$ cat src/rtl/mul4b_seq.sv
// mul4b_seq: sequential 4x4 unsigned multiplier.
// A single 4-bit multiply-add row (bloque_mul4b) is reused once per
// multiplier bit, LSB first, over four RUN cycles. The running partial sum
// sits in acc, and the finished low product bits shift into lo. The 8-bit
// product is registered on P and announced by a one-cycle done pulse.

// One multiply-add row: {co,so} = {si,sx} + (x AND y).
// The sum of a 4-bit value and a gated 4-bit value always fits in 5 bits.
module bloque_mul4b (
   input  logic [3:0] x,
   input  logic       y,
   input  logic [2:0] sx,
   input  logic       si,
   output logic [3:0] so,
   output logic       co
);

   logic [4:0] sum;

   assign sum      = {1'b0, si, sx} + {1'b0, x & {4{y}}};
   assign {co, so} = sum;

endmodule

module mul4b_seq (
   input  logic       clk,
   input  logic       rst_n,
   input  logic       start,
   input  logic [3:0] A,
   input  logic [3:0] B,
   output logic [7:0] P,
   output logic       busy,
   output logic       done
);

   typedef enum logic [1:0] {
      IDLE = 2'd0,
      RUN  = 2'd1,
      DONE = 2'd2
   } state_t;

   state_t     state;
   state_t     next_state;

   logic [3:0] xr;
   logic [3:0] yr;
   logic [3:0] acc;
   logic [3:0] lo;
   logic [1:0] cnt;
   logic [7:0] p_r;

   logic [3:0] row_so;
   logic       row_co;
   logic       accept;
   logic       last_iter;

   // A start is honoured only when no operation is in flight.
   assign accept    = start && ((state == IDLE) || (state == DONE));
   assign last_iter = (state == RUN) && (cnt == 2'd3);

   bloque_mul4b u_row (
      .x  (xr),
      .y  (yr[0]),
      .sx (acc[2:0]),
      .si (acc[3]),
      .so (row_so),
      .co (row_co)
   );

   // State register.
   always_ff @(posedge clk or negedge rst_n) begin
      if (!rst_n) begin
         state <= IDLE;
      end else begin
         state <= next_state;
      end
   end

   // Next-state logic: four RUN cycles, one DONE cycle, DONE may chain into RUN.
   always_comb begin
      next_state = state;
      case (state)
         IDLE: begin
            if (start) begin
               next_state = RUN;
            end
         end
         RUN: begin
            if (cnt == 2'd3) begin
               next_state = DONE;
            end
         end
         DONE: begin
            if (start) begin
               next_state = RUN;
            end else begin
               next_state = IDLE;
            end
         end
         default: begin
            next_state = IDLE;
         end
      endcase
   end

   // Status flags are flopped from the next state so they come straight off registers.
   always_ff @(posedge clk or negedge rst_n) begin
      if (!rst_n) begin
         busy <= 1'b0;
         done <= 1'b0;
      end else begin
         busy <= (next_state == RUN);
         done <= (next_state == DONE);
      end
   end

   // Operand capture, shift-add iteration and product load on the final iteration.
   always_ff @(posedge clk or negedge rst_n) begin
      if (!rst_n) begin
         xr  <= 4'd0;
         yr  <= 4'd0;
         acc <= 4'd0;
         lo  <= 4'd0;
         cnt <= 2'd0;
         p_r <= 8'd0;
      end else if (accept) begin
         xr  <= A;
         yr  <= B;
         acc <= 4'd0;
         lo  <= 4'd0;
         cnt <= 2'd0;
      end else if (state == RUN) begin
         acc <= {row_co, row_so[3:1]};
         lo  <= {row_so[0], lo[3:1]};
         yr  <= yr >> 1;
         cnt <= cnt + 2'd1;
         if (last_iter) begin
            p_r <= {row_co, row_so[3:1], row_so[0], lo[3:1]};
         end
      end
   end

   assign P = p_r;

endmodule

$ cat config.mk
export PLATFORM = sky130hd
export DESIGN_NAME = mul4b_seq
export DESIGN_NICKNAME = d
export VERILOG_FILES = /design/src/rtl/mul4b_seq.sv
export SDC_FILE = /design/constraint.sdc
export NUM_CORES = 1
export LEC_CHECK = 0
export CAP_MARGIN = 20
export CORE_MARGIN = 2
export CORE_UTILIZATION = 53
export DETAILED_ROUTE_END_ITERATION = 10
export HOLD_SLACK_MARGIN = 0.15
export PLACE_DENSITY = 0.83
export SLEW_MARGIN = 40
export SYNTH_ARGS = -nofsm -noshare
export SYNTH_HDL_FRONTEND = slang
export SYNTH_HIERARCHICAL = 1
export SYNTH_SLANG_ARGS = --single-unit
$ cat constraint.sdc
create_clock -name clk -period 2.6 [get_ports clk]
set_clock_uncertainty 0.05 [all_clocks]
set_input_delay 0.26 -clock clk [delete_from_list [all_inputs] [get_ports clk]]
set_output_delay 0.26 -clock clk [all_outputs]
set_load 0.02 [all_outputs]
Word-level counts from Yosys, hierarchy flattened --
Index checks and enable logic that the tools add are counted.
Word-level totals: output and inout port bits 10, register bits 30, bits in read-only memories 0, memories 0, latch bits 0, memory bits (writable) 0
Operators by class: $mul 0, bitwise operators 2, shift-type cells 0, divide/modulo/power cells 0, add/sub/neg operators 2, $lt $le $gt $ge 0, eq/ne operators 5, muxes and demuxes 12, reductions and logical operators 6
Operator list (number):
- $mux W4 | 6
- $mux W2 | 4
- $eq A2 B2 Y1 const B | 3
- $pmux W2 S3 | 1
- $add A4 B4 Y5 | 1
- $and A4 B4 Y4 | 1
- $eq A2 B1 Y1 const B | 2
- $reduce_and A3 Y1 | 1
- $add A2 B1 Y2 const B | 1
- $logic_and A1 B1 Y1 | 2
- $logic_not A2 Y1 | 1
- $reduce_bool A2 Y1 | 1
- $logic_or A1 B1 Y1 | 1
- $mux W1 | 1
- $not A1 Y1 | 1

Logic depth before layout (Yosys ltp) --
Gate-level depths: netlist of the first run.
depth after elaboration 5, mapped depth 9, depth with buffers taken out 9

Cells and area by module --
The synthesis of the first run kept the hierarchy.
Modules (own cells, without submodules):
- mul4b_seq | cells an instance 86, instances 1, area an instance 1331.3 sq um
- bloque_mul4b | cells an instance 20, instances 1, area an instance 158.9 sq um

Worst setup path after synthesis of the first run --
Ideal clock, no wire load.
path type reg2reg, start register yr[0], end register acc[1], arrival time 1.681 ns, path buffers 0, cell stages (with the launch flop) 8, setup time 0.121 ns, period minus slack after synthesis 1.852 ns, path slack 0.748 ns, cell sequence dfrtp_1 and2_1 ha_1 inv_1 fa_1 xnor2_1 mux2_2 a22o_1
On the way: word-level cells in the longest chain between the ends 4
RTL lines:
- start: declaration | RTL line 46 | logic [3:0] yr;
- start signal: assignment | RTL line 135 | yr <= yr >> 1;
- $and A4 B4 Y4 | RTL line 20 | assign sum = {1'b0, si, sx} + {1'b0, x & {4{y}}};
- $add A4 B4 Y5 | RTL line 20
- net row_so[2] | RTL line 52 | logic [3:0] row_so;
- $mux W4 | RTL line 132 | end else if (state == RUN) begin
- $mux W4 | RTL line 126 | end else if (accept) begin
- end signal: assignment | RTL line 133 | acc <= {row_co, row_so[3:1]};
- end: declaration | RTL line 47 | logic [3:0] acc;
The timed path passes the listed nets, and every way through them passes these cells. The select of a mux whose other input is x is not followed. A chain may end at the register's enable or synchronous reset.

Worst setup path after layout of the first run --
Same ends and word-level chain as after synthesis.

==> results of run 1 <==
final timing paths:
path                                    from                 end  slack, ps  cells past startpoint
min in group clk           xr[2]$_DFFE_PN0P_   xr[2]$_DFFE_PN0P_        460                      1
setup reg to reg           yr[0]$_DFFE_PN0P_  acc[1]$_DFFE_PN0P_        550                      7
setup / recovery           yr[0]$_DFFE_PN0P_  acc[1]$_DFFE_PN0P_        550                      7
hold / removal                         rst_n    P[0]$_DFFE_PN0P_        270                      2
hold reg to reg            xr[2]$_DFFE_PN0P_   xr[2]$_DFFE_PN0P_        460                      1
max in group asynchronous              rst_n   yr[2]$_DFFE_PN0P_       1960                      2
worst register-to-register path, delay by kind of cell, from the launching register on:
kind,cells,cell delay (ps)
flip-flops,1,410
multiplexers,1,290
XOR/XNOR,1,180
buffers and inverters,1,60
adder cells (fa/ha/maj),2,580
AND/OR/NAND/NOR,1,150
AO/OA/AOI/OAI,1,220
through the flow:
stage / worst slack [ps] / cell area, sq um / power (mW)
after CTS: 569 / 1730 / 1.99
after detailed placement: 579 / 1680 / 1.72
after floorplan: 748 / 1490 / 1.48
after global routing: 413 / 1730 / 2.11
final: 550 / 1730 / 1.97
after global placement: 709 / 1680 / 1.66
final cells by class:
class | count | area [sq um]
Multi-Input combinational cell | 65 | 682
Fill cell | 214 | 978
Clock buffer | 7 | 55.1
Timing Repair Buffer | 21 | 208
Sequential cell | 29 | 726
Tap cell | 31 | 38.8
Inverter | 6 | 22.5
Yosys cell counts (2+ instances only):
master	number	area share (%)
xnor2_1	3	1.8
mux2_2	8	6.0
nand2b_1	2	0.84
buf_2	2	0.67
o21bai_1	2	1.0
o21ai_0	2	0.67
buf_6	2	1.5
mux2i_1	10	6.7
ha_1	5	4.2
mux2_4	12	12
and2_1	3	1.3
a22o_1	9	5.3
dfrtp_1	29	49
inv_1	6	1.5
kinds of logic after synthesis:
logic type                 count (synthesis)  synth area share (%)
and+or+nand+nor                           11                  5.54
adders and majority gates                  6                  5.54
muxes                                     30                  24.9
AOI/OAI and AO/OA                         15                  8.06
buffers and inverters                     12                  5.54
xor gates and xnor gates                   3                  1.76
DFF                                       29                  48.7
registers in the layout, summed over array words and instances (netlist names):
register and count:
yr 4, state 2, acc 4, done 1, P 8, lo 3
cnt 2, busy 1, xr 4
power breakdown:
part	total [mW]	internal (mW)	switching, mW	leakage, nW
logic	0.874	0.531	0.342	0.461
clock network	0.266	0.127	0.139	0.0314
registers	0.827	0.635	0.192	0.371
total	1.97	1.29	0.673	0.863
per-layer routing:
layer	vias up	wire [microns]	global-route usage, %
met5	-	0	0
met4	0	42	6.64
met3	5	147	6.58
met2	28	1120	25.3
met1	435	1080	21.0
li1	417	-	-
==> results.cfg, run 1 <==
[floorplan]
start_util_pct = 55.0
fp.dieH_microns = 57.0
core_region_area_sq_um = 2710
die_area_sq_um = 3250
rows = 19
die_width_microns = 57.0
num_io_pins = 21

[final_layout]
finalCoreUtilization_pct = 63.9
area_growth_pct = 16.2
layout.cells.non_filler = 159
n_antenna_cell = 0
layout_common_cells = dfrtp_1 (29), clkdlybuf4s50_1 (20), mux2_4 (12)
drive_gt1_share_pct = 24.2
final_common_cell = dfrtp_1
fin_nets = 145

[sta]
hold_ws_ps = 274
fin_crit_ps = 2050
final_max_slew_viol_count = 0
slew_headroom_pct = 53.5
clock.fmax_mhz = 488
hold_violations = 0
tightest_slew_ps = 697
rsz0062_at_grt = false
setup-tns-final_ps = 0
finalCritPeriodShare_pct = 78.8
finalSetupViolCount = 0

[critical_path]
crit_fanout = 6
worst_setup_path_start_kind = register
worstSetupEndpointType = register
worstPathRequired_ps = 2760
path_buf_inv = 1
critPathTopFamily = adder cells
path_cells = and2_1 > ha_1 > inv_1 > fa_1 > xnor2_1 > mux2_2 > a22o_1
worstSetupPathType = register to register
crit_arrival_ps = 2210
slowest_delay_ps = 420
crit_slowest_cell = fa_1

[power]
ir_drop_mv = 0.691
leakagePower_nw = 0.863
p_per_area_nw_per_um2 = 1140

[placed_design]
io_buffers = 20
dp_cells = 152
place_congestion = 0.786
dp_hpwl_microns = 1730

[logic_synthesis]
synth_edf_count = 0
ys_seq_area_share_pct = 48.7
synthCells = 106
avgSynthCellArea_sq_um = 14.1
async_flop_share_pct = 100
ys_warn_count = 6
synth-main-ff-cell = dfrtp_1
synth.distinct_cells = 25
synthesis.nets = 123
netlist_area_sq_um = 1490
synth-seq-cells = 29

[global_routing]
grt_usage_pct = 16.5
grt_first_pass_wirelength_microns = 4070
grt_pass1_vias = 890
overflow = 0
grt_start_max_net_pins = 30
antenna_found_initial = 0

[worst_hold_path]
holdCritPathClass = input pin to async pin

[clock_tree]
insertion_delay_ps = 320
cts_made_buffers = 5
cts_setup_buffers = 0
postCtsHoldBufs = 0
cts_tree = built
clock-sinks = 29
clockBufferDepth = 2
htree_levels = 2
cts_resized = 0
clkSlewWorstSetupHoldPaths_ps = 80
root_buffer = clkbuf_4

[detailed_routing]
first_pass_iters = 4
vias_per_cell = 5.57
drt-initial-drc-count = 16
totalWireLength_microns = 2390
drc = 0
wl_per_cell_microns = 15.0
vias = 885
antenna_left = 0

[flow_run]
drv_cap = 0

[outcome]
outcome = complete, no violations
(Power assumes the default switching activity.)
==> run 2: changes to the inputs <==
==> constraint.sdc (replaced) <==
create_clock -name clk -period 2 [get_ports clk]
set_clock_uncertainty 0.05 [all_clocks]
set_input_delay 0.2 -clock clk [delete_from_list [all_inputs] [get_ports clk]]
set_output_delay 0.2 -clock clk [all_outputs]
set_load 0.02 [all_outputs]
==> run 2 against run 1 <==
Effect of this change:
- setup slack worse by 510 ps
- critical endpoint unchanged
- non-clock buffer count up 5
- routed wire length up 1.8%
- largest power group unchanged
- global-route usage up 0.83 points
==> results.cfg, run 2 (synthesis gave the netlist of run 1 again) <==
[outcome]
outcome = complete, no violations

[final_layout]
n_antenna_cell = 0
fillCellCount = 217
fin_nets = 150
layout_common_cells = dfrtp_1 (29), clkdlybuf4s50_1 (20), mux2_4 (13)
area_growth_pct = 21.7
drive_gt1_share_pct = 32.8
largest_register_ffs = 8
final_common_cell = dfrtp_1

[clock_tree]
cts_tree = built
clock-sinks = 29
cts_made_buffers = 5
insertion_delay_ps = 330
htree_levels = 2
clkSlewWorstSetupHoldPaths_ps = 90
clockBufferDepth = 2
root_buffer = clkbuf_4

[floorplan]
start_util_pct = 55.0
die_width_microns = 57.0
die_area_sq_um = 3250
core_region_area_sq_um = 2710
rows = 19
num_io_pins = 21
fp.dieH_microns = 57.0

[sta]
clock.fmax_mhz = 511
finalSetupViolCount = 0
timing.final.ws_setup_ps = 44.0
fin_crit_ps = 1960
tightest_slew_ps = 475
finalCritPeriodShare_pct = 97.8
setup-tns-final_ps = 0
slew_headroom_pct = 68.3
rsz0062_at_grt = true
hold_violations = 0
final_max_slew_viol_count = 0

[critical_path]
crit_fanout = 6
crit_slowest_cell = dfrtp_1
slowest_delay_ps = 420
worstPathRequired_ps = 2170
path_cells = and2_4 > ha_4 > inv_2 > fa_2 > xnor2_2 > mux2_4 > a22o_1
worst_setup_path_start_kind = register
crit_arrival_ps = 2130
critPathTopFamily = adder cells
worstSetupPathType = register to register
worstSetupEndpointType = register
path_buf_inv = 1

[detailed_routing]
drt-initial-drc-count = 20
antenna_left = 0
first_pass_iters = 4
drc = 0
vias = 894
vias_per_cell = 5.42
totalWireLength_microns = 2430
wl_per_cell_microns = 14.7

[flow_run]
drv_cap = 0

[power]
leakagePower_nw = 0.907
p_total_mw = 2.73
p_per_area_nw_per_um2 = 1510
ir_drop_mv = 0.934

[placed_design]
io_buffers = 20
dp_hpwl_microns = 1660
place_congestion = 0.772
dp_worst_setup_slack_ps = 38.4

[global_routing]
grt_start_max_net_pins = 30
grt_pass1_vias = 871
overflow = 0
antenna_found_initial = 0
grt_usage_pct = 17.3
grt_first_pass_wirelength_microns = 4200

[worst_hold_path]
holdCritPathClass = input pin to async pin
run 2: final timing paths:
| path | from | endpoint | slack, ps | cells past startpoint |
|---|---|---|---|---|
| max in group asynchronous | rst_n | xr[3]$_DFFE_PN0P_ | 1430 | 2 |
| min in group clk | A[1] | xr[1]$_DFFE_PN0P_ | 430 | 2 |
| min | rst_n | state[0]$_DFF_PN0_ | 200 | 2 |
| min reg2reg | xr[2]$_DFFE_PN0P_ | xr[2]$_DFFE_PN0P_ | 460 | 1 |
| max | yr[0]$_DFFE_PN0P_ | acc[1]$_DFFE_PN0P_ | 40 | 7 |
| max reg2reg | yr[0]$_DFFE_PN0P_ | acc[1]$_DFFE_PN0P_ | 40 | 7 |
run 2: metrics by stage:
| stage | instance area, sq um | hold WS (ps) | std cells | util [%] |
|---|---|---|---|---|
| 6_report | 1810 | 196 | 165 | 66.9 |
| 5_1_grt | 1810 | 206 | 165 | 66.9 |
| 4_1_cts | 1760 | 185 | 162 | 65.0 |
| 3_5_place_dp | 1690 | 447 | 154 | 62.4 |
| 3_3_place_gp | 1690 | 443 | 154 | 62.4 |
| 2_1_floorplan | 1490 | -146 | 106 | - |
run 2: layout make-up:
cell class / instances / area (sq um) / share of cell area, %
Multi-Input combinational cell: 65 / 711 / 39.2
Tap cell: 31 / 38.8 / 2.14
Clock buffer: 7 / 65.1 / 3.59
Inverter: 6 / 22.5 / 1.24
Clock inverter: 1 / 5.00 / 0.276
Sequential cell: 29 / 726 / 40.0
Timing Repair Buffer: 26 / 245 / 13.5
run 2: repair_timing:
item / in CTS / in global routing
hold buffers: 0 / 0
setup buffers: 0 / 3
setup endpoints to repair: 0 / 3
gates resized for setup: 0 / 9
run 2: routing by layer:
layer	share of wire, %	routed length (microns)	GRT usage (%)	vias up
met1	46	1120	21.6	437
met4	1.4	33	7.97	0
li1	-	-	-	424
met5	0	0	0	-
met2	46	1120	26.6	29
met3	6.4	155	6.80	4
run 2: where the power goes:
part | switching [mW] | internal [mW]
combinational | 0.520 | 0.776
clock | 0.200 | 0.203
sequential | 0.203 | 0.827
==> run 3: changes to the inputs <==
--- a/config.mk
+++ b/config.mk
@@ -5,12 +5,14 @@
 export SDC_FILE = /design/constraint.sdc
 export NUM_CORES = 1
 export LEC_CHECK = 0
+export ABC_CLOCK_PERIOD_IN_PS = 2000
 export CAP_MARGIN = 20
 export CORE_MARGIN = 2
 export CORE_UTILIZATION = 53
 export DETAILED_ROUTE_END_ITERATION = 10
 export HOLD_SLACK_MARGIN = 0.15
 export PLACE_DENSITY = 0.83
+export SETUP_SLACK_MARGIN = 0.2
 export SLEW_MARGIN = 40
 export SYNTH_ARGS = -nofsm -noshare
 export SYNTH_HDL_FRONTEND = slang
==> run 3 against run 2 <==
Effect of this change:
- setup slack improved by 15 ps
- critical path depth unchanged
- cell count unchanged
- first-iteration DRC count decreased by 60%
- utilization increased by 0.23 points
- clock power decreased by 1%
- final area increased by 0.34%
- sequential cell count unchanged
- die area unchanged
- global-route usage decreased by 0.073 points
==> results.cfg, run 3 (synthesis gave the netlist of run 1 again) <==
[detailed_routing]
first_pass_iters = 3
vias = 906
drt-initial-drc-count = 8
drc = 0
antenna_left = 0
wl_per_cell_microns = 14.8
vias_per_cell = 5.49
totalWireLength_microns = 2440

[clock_tree]
cts_made_buffers = 5
clkSlewWorstSetupHoldPaths_ps = 90
postCtsHoldBufs = 0
root_buffer = clkbuf_4
clockBufferDepth = 2
insertion_delay_ps = 320
cts_tree = built
clock-sinks = 29
htree_levels = 2

[global_routing]
antenna_found_initial = 0
grt_first_pass_wirelength_microns = 4260
grt_start_max_net_pins = 30
grt_pass1_vias = 950
grt_usage_pct = 17.2
overflow = 0

[final_layout]
n_antenna_cell = 0
layout.cells.non_filler = 165
finalCoreUtilization_pct = 67.1
largest_register_ffs = 8
area_growth_pct = 22.1
layout_common_cells = dfrtp_1 (29), clkdlybuf4s50_1 (20), mux2_4 (13)
final_common_cell = dfrtp_1
fin_nets = 150
drive_gt1_share_pct = 34.3
final_cell_area_sq_um = 1820

[outcome]
outcome = complete, no violations

[floorplan]
rows = 19
die_width_microns = 57.0
num_io_pins = 21
start_util_pct = 55.0
fp.dieH_microns = 57.0
die_area_sq_um = 3250
core_region_area_sq_um = 2710

[sta]
final_max_slew_viol_count = 0
hold_violations = 0
fin_crit_ps = 1940
rsz0062_at_grt = true
tightest_slew_ps = 433
finalSetupViolCount = 0
finalCritPeriodShare_pct = 97.1
slew_headroom_pct = 71.1
clock.fmax_mhz = 515
setup-tns-final_ps = 0

[critical_path]
crit_fanout = 5
worst_setup_path_start_kind = register
worst-r2r-setup-slack_ps = 60
worstSetupPathType = register to register
worstPathRequired_ps = 2170
worstSetupEndpointType = register
crit_arrival_ps = 2110

[power]
clockPowerShare_pct = 14.5
leakagePower_nw = 0.903
seqPwrFrac_pct = 37.4
combPwrFrac_pct = 48.0
ir_drop_mv = 0.877
p_per_area_nw_per_um2 = 1510
p_int_mw = 1.82
switching_power_mw = 0.925
swShare_pct = 33.7

[placed_design]
dp_cells = 154
dp_hpwl_microns = 1720
postPlaceCellArea_sq_um = 1690
place_congestion = 0.726
io_buffers = 20

[worst_hold_path]
holdCritPathClass = input pin to async pin

[flow_run]
drv_cap = 0
## run 3: cell counts in the layout (fill, tap and decap cells not counted)
Identical to the previous run, type by type.
## run 3: what timing repair did
action / CTS / global route
gates cloned: 0 / 0
gates resized for setup: 5 / 5
pin swaps: 1 / 0
setup endpoints to repair: 4 / 6
hold endpoints to repair: 0 / 0
buffers inserted: 3 / 0
## run 3: power by group through the flow
stage | sequential, mW | clock, mW | combinational, mW
2_1_floorplan | 1.06 | 0 | 0.874
3_3_place_gp | 1.02 | 0 | 1.16
3_5_place_dp | 1.03 | 0 | 1.22
4_1_cts | 1.02 | 0.414 | 1.27
5_1_grt | 1.06 | 0.441 | 1.43
6_report | 1.03 | 0.399 | 1.32
## run 3: area by class of cell
| cell class | count | area (sq um) |
|---|---|---|
| clock buffer | 7 | 65.1 |
| inverter | 6 | 22.5 |
| fill | 211 | 891 |
| sequential | 29 | 726 |
| clock inverter | 1 | 5.00 |
| multi-input combinational | 65 | 713 |
| tap | 31 | 38.8 |
| timing repair buffer | 26 | 249 |
## run 3: critical path, stage by stage, from the launching register on
cell and delay, ps:
dfrtp_1 410, and2_1 150, ha_2 190, inv_2 40, fa_2 340, xnor2_1 150
mux2_2 270, a22o_1 230
## run 3: per-stage QoR
step,hold slack [ps],setup slack (ps),power [mW]
2_1_floorplan,-146,176,1.93
3_3_place_gp,443,127,2.18
3_5_place_dp,452,67.8,2.25
4_1_cts,209,89.0,2.71
5_1_grt,220,-19.1,2.93
6_report,201,58.6,2.74
## run 3: per-layer routing
metal  GRT usage [%]  vias to the layer above  part of all wire, %
met5               0                        -                    0
met2            28.6                       26                   48
met4            6.98                        0                  1.7
met1            20.4                      450                   45
met3            6.35                        4                  5.5
li1                -                      426                    -
## run 3: final timing paths
check,startpoint,to,cells after the start
max,yr[0]$_DFFE_PN0P_,acc[1]$_DFFE_PN0P_,7
min,rst_n,P[1]$_DFFE_PN0P_,2
max reg2reg,yr[0]$_DFFE_PN0P_,acc[1]$_DFFE_PN0P_,7
min reg2reg,xr[3]$_DFFE_PN0P_,xr[3]$_DFFE_PN0P_,1
max in group asynchronous,rst_n,xr[2]$_DFFE_PN0P_,2
min in group clk,A[0],xr[0]$_DFFE_PN0P_,2
